<file path="src/rtl/sram_access_ctrl.sv">
// Memory-side controller for the single-port sRAM. Arbitrates between the
// instruction-fetch port (read only) and the load/store port, runs each access
// through a fixed IDLE -> ISSUE -> CAPTURE -> ACK sequence, and returns a
// registered one-cycle ack with read data and an illegal-address flag.
module sram_access_ctrl #(
    parameter int ADDR_W      = 8,
    parameter int DATA_W      = 8,
    parameter int MEM_DEPTH   = 8,
    parameter int LS_PRIORITY = 0
) (
    input  logic              clk,
    input  logic              rst,
    input  logic              if_req,
    input  logic [ADDR_W-1:0] if_addr,
    output logic              if_ack,
    output logic [DATA_W-1:0] if_rdata,
    output logic              if_err,
    input  logic              ls_req,
    input  logic              ls_we,
    input  logic [ADDR_W-1:0] ls_addr,
    input  logic [DATA_W-1:0] ls_wdata,
    output logic              ls_ack,
    output logic [DATA_W-1:0] ls_rdata,
    output logic              ls_err,
    output logic              mem_en,
    output logic              mem_rd,
    output logic              mem_wt,
    output logic [ADDR_W-1:0] mem_add,
    output logic [DATA_W-1:0] mem_din,
    input  logic [DATA_W-1:0] mem_dout
);

    typedef enum logic [1:0] {
        IDLE    = 2'd0,
        ISSUE   = 2'd1,
        CAPTURE = 2'd2,
        ACK     = 2'd3
    } state_t;

    // Depth widened by one bit so a depth of 2**ADDR_W is still representable.
    localparam logic [ADDR_W:0] DEPTH_L = MEM_DEPTH[ADDR_W:0];

    state_t            state;
    state_t            state_nxt;
    logic              accept;
    logic              pick_ls;
    logic              last_ls;
    logic              gnt_ls;
    logic              we_lat;
    logic              err_lat;
    logic [ADDR_W-1:0] addr_lat;
    logic [DATA_W-1:0] wdata_lat;
    logic [ADDR_W-1:0] sel_addr;
    logic              sel_err;

    // Arbitration: fixed LS priority, or round-robin against the last grant.
    always_comb begin
        pick_ls = 1'b0;
        if (LS_PRIORITY != 0) begin
            pick_ls = ls_req;
        end else begin
            pick_ls = ls_req && (!if_req || !last_ls);
        end
        sel_addr = pick_ls ? ls_addr : if_addr;
        sel_err  = ({1'b0, sel_addr} >= DEPTH_L);
    end

    // Next-state logic and sRAM strobes, which are only ever live in ISSUE.
    always_comb begin
        state_nxt = state;
        accept    = 1'b0;
        mem_en    = 1'b0;
        mem_rd    = 1'b0;
        mem_wt    = 1'b0;
        case (state)
            IDLE: begin
                if (if_req || ls_req) begin
                    accept    = 1'b1;
                    state_nxt = ISSUE;
                end
            end
            ISSUE: begin
                mem_en    = ~err_lat;
                mem_wt    = we_lat & ~err_lat;
                mem_rd    = ~we_lat & ~err_lat;
                state_nxt = CAPTURE;
            end
            CAPTURE: begin
                state_nxt = ACK;
            end
            ACK: begin
                state_nxt = IDLE;
            end
            default: begin
                state_nxt = IDLE;
            end
        endcase
    end

    // State register; reset abandons any access in flight without an ack.
    always_ff @(posedge clk or posedge rst) begin
        if (rst) begin
            state <= IDLE;
        end else begin
            state <= state_nxt;
        end
    end

    // Request latch, loaded only on the accept edge so the sRAM address/data pins stay stable.
    always_ff @(posedge clk or posedge rst) begin
        if (rst) begin
            last_ls   <= 1'b0;
            gnt_ls    <= 1'b0;
            we_lat    <= 1'b0;
            err_lat   <= 1'b0;
            addr_lat  <= '0;
            wdata_lat <= '0;
        end else if (accept) begin
            last_ls   <= pick_ls;
            gnt_ls    <= pick_ls;
            we_lat    <= pick_ls & ls_we;
            err_lat   <= sel_err;
            addr_lat  <= sel_addr;
            wdata_lat <= pick_ls ? ls_wdata : '0;
        end
    end

    assign mem_add = addr_lat;
    assign mem_din = wdata_lat;

    // Response registers: ack/err raised leaving CAPTURE, cleared leaving ACK; rdata held between reads.
    always_ff @(posedge clk or posedge rst) begin
        if (rst) begin
            if_ack   <= 1'b0;
            if_err   <= 1'b0;
            if_rdata <= '0;
            ls_ack   <= 1'b0;
            ls_err   <= 1'b0;
            ls_rdata <= '0;
        end else begin
            case (state)
                CAPTURE: begin
                    if (gnt_ls) begin
                        ls_ack <= 1'b1;
                        ls_err <= err_lat;
                        if (!we_lat) begin
                            ls_rdata <= err_lat ? '0 : mem_dout;
                        end
                    end else begin
                        if_ack   <= 1'b1;
                        if_err   <= err_lat;
                        if_rdata <= err_lat ? '0 : mem_dout;
                    end
                end
                ACK: begin
                    if_ack <= 1'b0;
                    if_err <= 1'b0;
                    ls_ack <= 1'b0;
                    ls_err <= 1'b0;
                end
                default: begin
                end
            endcase
        end
    end

endmodule
</file>
<file path="config.mk">
export PLATFORM = sky130hd
export DESIGN_NAME = sram_access_ctrl
export DESIGN_NICKNAME = d
export VERILOG_FILES = /design/src/rtl/sram_access_ctrl.sv
export SDC_FILE = /design/constraint.sdc
export NUM_CORES = 1
export LEC_CHECK = 0
export CORE_ASPECT_RATIO = 1.4
export CORE_MARGIN = 2
export CORE_UTILIZATION = 42
export CTS_CLUSTER_DIAMETER = 30
export DETAILED_ROUTE_END_ITERATION = 10
export PLACE_DENSITY = 0.84
export SLEW_MARGIN = 20
export SYNTH_ARGS = -nofsm -noshare
export SYNTH_HDL_FRONTEND = slang
export SYNTH_SLANG_ARGS = --single-unit
export TNS_END_PERCENT = 100
</file>
<file path="constraint.sdc">
create_clock -name clk -period 1.8 [get_ports clk]
set_input_delay 0.45 -clock clk [delete_from_list [all_inputs] [get_ports clk]]
set_output_delay 0.45 -clock clk [all_outputs]
set_load 0.01 [all_outputs]
</file>
# [Yosys cells after proc, flatten, opt, wreduce, memory -nomap -nowiden]
# Cells that the tools add are included.
[word_totals] register_bits=41 out_inout_bits=39 elab_cells=54
[op_classes] magnitude_cmp=1 n_eq_ne=6 mux=18 bitwise_logic=6 n_reduce_logical=11
[op_table] cell="$mux W8" n=3
[op_table] cell="$mux W1" n=9
[op_table] cell="$ge A8 B4 Y1 const B" n=1
[op_table] cell="$pmux W1 S2" n=4
[op_table] cell="$pmux W2 S4" n=1
[op_table] cell="$ne A2 B2 Y1 const B" n=3
[op_table] cell="$reduce_and A2 Y1" n=3
[op_table] cell="$eq A2 B2 Y1 const B" n=2
[op_table] cell="$and A1 B1 Y1" n=3
[op_table] cell="$not A1 Y1" n=3
[op_table] cell="$reduce_and A3 Y1" n=1
[op_table] cell="$eq A2 B1 Y1 const B" n=1
[op_table] cell="$logic_not A1 Y1" n=2
[op_table] cell="$logic_not A2 Y1" n=1
[op_table] cell="$logic_or A1 B1 Y1" n=2
[op_table] cell="$mux W2" n=1
[op_table] cell="$reduce_bool A2 Y1" n=1
[op_table] cell="$logic_and A1 B1 Y1" n=1

# [Logic depth before layout (Yosys ltp)]
[depth] word_depth=5 ltp_mapped=7 mapped_depth_nobuf=5

# [Worst setup path after synthesis]
# No wires, ideal clock.
[synth_timing] kind="reg2out" start="register state[1]" end="output mem_rd" arrival_ns=1.108 required_ns=1.350 path_slack_ns=0.242 stages_incl_launch_ff=5 n_path_buf=0 path_cell_list="dfrtp_1 -> inv_1 -> ha_1 -> nor2b_1 -> nor2b_1"
[synth_via] elab_chain_cells=2
[synth_rtl] item="start, declared" line_no="43" text="state_t state;"
[synth_rtl] item="start signal, assigned" line_no="105" text="state <= state_nxt;"
[synth_rtl] item="$eq A2 B1 Y1" line_no="75" text="case (state)"
[synth_rtl] item="$mux W1" line_no="75"
[synth_rtl] item="end, declared" line_no="26" text="output logic mem_rd,"
# Every way passes these cells.

# [Final worst setup path]
# Same ends and word-level chain as after synthesis.

==> impl_metrics.csv <==
group,metric,value,unit
floorplanning,die_area,0.00484,mm²
min_path,holdCritPathClass,"reg -> reg",
clock_network,holdBufCountCts,0,
placement,port_buffers,75,
yosys,ys_ff_latch,41,
worst_setup_path,critical-path-top-delay-family,"flip-flops",
yosys,synthCells,163,
worst_setup_path,cpPeakStageDelay,400,ps
drt,ant_nets,0,
yosys,synth-seq-area-share,56.9,%
worst_setup_path,crit_slowest_cell,"dfrtp_1",
clock_network,cts_max_path_buffers,2,
clock_network,cts_sinks,41,
floorplanning,core.rowCount,28,
clock_network,cts_tree,"built",
final_layout,fill_cells,317,
grt,grt_pass1_wl,6640,µm
worst_setup_path,end_kind,"primary output",
yosys,synth_compound_area_share,16.7,%
final_layout,mostFrequentLayoutCells,"clkdlybuf4s50_1, dfrtp_1, nand2_1",
job,maxCapViolations,0,
yosys,yosys.area_share.xor_xnor,0,%
final_layout,nNetsFinal,297,
worst_setup_path,cp_cell_sequence,"inv_2 > ha_4 > nor2b_4 > nor2b_1 > buf_2",
timing,min_period,1720,ps
floorplanning,fp.dieW,59.4,µm
worst_setup_path,crit_path_start_kind,"flop",
final_layout,area.growth.synth_to_final,55.4,%
pwr,ir_worst_vdd,0.000924,V
placement,pre_cts_ws,-95.3,ps
timing,setup_viol,0,
final_layout,n_antenna_cell,0,
timing,worst-slew-pin-transition,345,ps
grt,grt_antenna_before_repair,0,
timing,rsz0062_at_grt,"yes",
final_layout,final_common_cell,"clkdlybuf4s50_1",
yosys,yosysWarningCount,0,
floorplanning,fp.dieH,81.6,µm
clock_network,cts_max_level,2,
grt,grt_pass1_vias,1444,
final_layout,drive_gt1_share,14.5,%
drt,drc,0,
placement,routabilityCongestion,0.773,
drt,vias,1515,
timing,slew_viol_final,0,
worst_setup_path,worst-setup-path-type,"reg -> out",
floorplanning,coreArea,0.00417,mm²
worst_setup_path,critPathBufInv,2,
yosys,synth_top_family_by_area,"compound AO/OA/AOI/OAI gates",
pwr,p_leak,1.25,nW
floorplanning,initial_core_util,43.3,%
grt,overflow,0,
clock_network,clk_latency,290,ps
yosys,syn_area_per_cell,11.1,µm²
grt,grt_max_degree,22,
worst_setup_path,worstPathMaxFanout,3,
timing,finalHoldViolations,0,
pwr,cellPowerDensity,1540,mW/mm²
clock_network,cts_buffers,5,
yosys,synthesis.nets,205,
drt,vias_per_cell,5.05,
drt,drt_iter0_markers,30,
timing,setup_ws,79.3,ps
placement,dp_hpwl,3190,µm
status,status,"finished, final reports clean",
yosys,synth_mux_area_share,5.34,%
floorplanning,pin_count,76,
timing,slew_headroom,76.9,%
yosys,synth_cell_type_count,26,
drt,route.detailed.wl_per_inst,14.0,µm
clock_network,cts_root_buffer,"clkbuf_8",
grt,track_usage,18.5,%
yosys,synthSimpleGateAreaFrac,13.1,%
yosys,yosys.area_share.adder,3.47,%
timing,final.setup.tns,0,ps
yosys,syn_area,0.00180,mm²
timing,period_share,95.6,%
worst_setup_path,required,1350,ps
drt,first_pass_iters,4,
timing,skew,5.03,ps
timing,fmax,581,MHz
worst_setup_path,arrival,1270,ps
drt,routed_wl,4190,µm
clock_network,clk_pin_slew,70,ps
==> where the power goes <==
part,switching (mW),internal [mW]
logic,0.881,1.17
registers,0.246,1.31
clock network,0.303,0.403
==> flip-flops by register name, summed over array words and instances (netlist names) <==
name	count
err_lat	1
gnt_ls	1
if_ack	1
if_err	1
if_rdata	8
ls_ack	1
ls_err	1
ls_rdata	8
mem_add	8
mem_din	8
state	2
we_lat	1
==> worst paths after layout <==
path                                  start  cells after the start          end  slack (ps)
min in group asynchronous               rst                      3  if_rdata[0]         500
max in group asynchronous               rst                      3       gnt_ls        1080
worst min-delay path            if_rdata[1]                      2  if_rdata[1]         480
worst max-delay path               state[1]                      5       mem_rd          80
worst min register to register  if_rdata[1]                      2  if_rdata[1]         480
worst max register to register     state[1]                      9   mem_add[5]         140
==> Yosys cell counts (all sizes together) <==
cell / n / area (µm²)
dfrtp: 41 / 1030
nand2: 26 / 97.6
o21ai: 26 / 130
a22o: 11 / 96.3
nand2b: 10 / 62.6
buf: 8 / 55.1
mux2i: 7 / 70.1
inv: 6 / 22.5
ha: 5 / 62.6
nor2b: 5 / 31.3
a32o: 3 / 30.0
nor3: 3 / 15.0
a21oi: 2 / 10.0
and2: 2 / 15.0
mux2: 2 / 26.3
a21boi: 1 / 11.3
a21o: 1 / 7.51
a41oi: 1 / 16.3
clkbuf: 1 / 3.75
nand3b: 1 / 7.51
nor3b: 1 / 7.51
==> layout make-up <==
class                      count  area [µm²]  share of cell area [%]
clock buffer                   5        68.8                    2.45
inverter                       6        22.5                   0.803
clock inverter                 2        35.0                    1.25
sequential                    41        1030                    36.6
timing repair buffer          94         878                    31.3
tap                           45        56.3                    2.01
multi-input combinational    107         717                    25.6
==> logic make-up after synthesis <==
family                     count (synthesis)
muxes                                      9
AOI/OAI and AO/OA                         45
buffers and inverters                     15
adders and majority gates                  5
DFF                                       41
and+or+nand+nor                           48
==> worst register-to-register path: cells and delay by family, from the launching register on <==
kind,cells,cell delay (ps)
buf+inv,5,650
compound gates,2,210
simple gates,1,130
flops,1,370
fa+ha+maj,1,180
==> layer usage <==
metal	part of all wire (%)	routed length [µm]	vias to the layer above	global-route usage (%)
met5	0	0	-	0
met4	2.0	82	0	8.41
met3	4.1	170	5	4.72
met2	54	2240	36	30.1
met1	40	1690	733	22.8
li1	-	-	741	-
==> through the flow <==
| stage | total power [mW] | hold WS, ps | std cells | util [%] | area [µm²] |
|---|---|---|---|---|---|
| 5_1_grt | 4.64 | 499 | 300 | 67.3 | 2800 |
| 6_report | 4.32 | 478 | 300 | 67.3 | 2800 |
| 3_5_place_dp | 3.61 | 469 | 292 | 64.5 | 2690 |
| 4_1_cts | 4.33 | 486 | 299 | 66.9 | 2790 |
| 2_1_floorplan | 2.52 | 501 | 163 | - | 1800 |
| 3_3_place_gp | 3.54 | 462 | 292 | 64.5 | 2690 |
==> timing repair <==
| item | CTS | global route |
|---|---|---|
| resized for setup | 14 | 3 |
| setup buffers | 0 | 1 |
| endpoints found under the setup margin | 3 | 3 |
| endpoints found under the hold margin | 0 | 0 |
(Power assumes the default switching activity.)
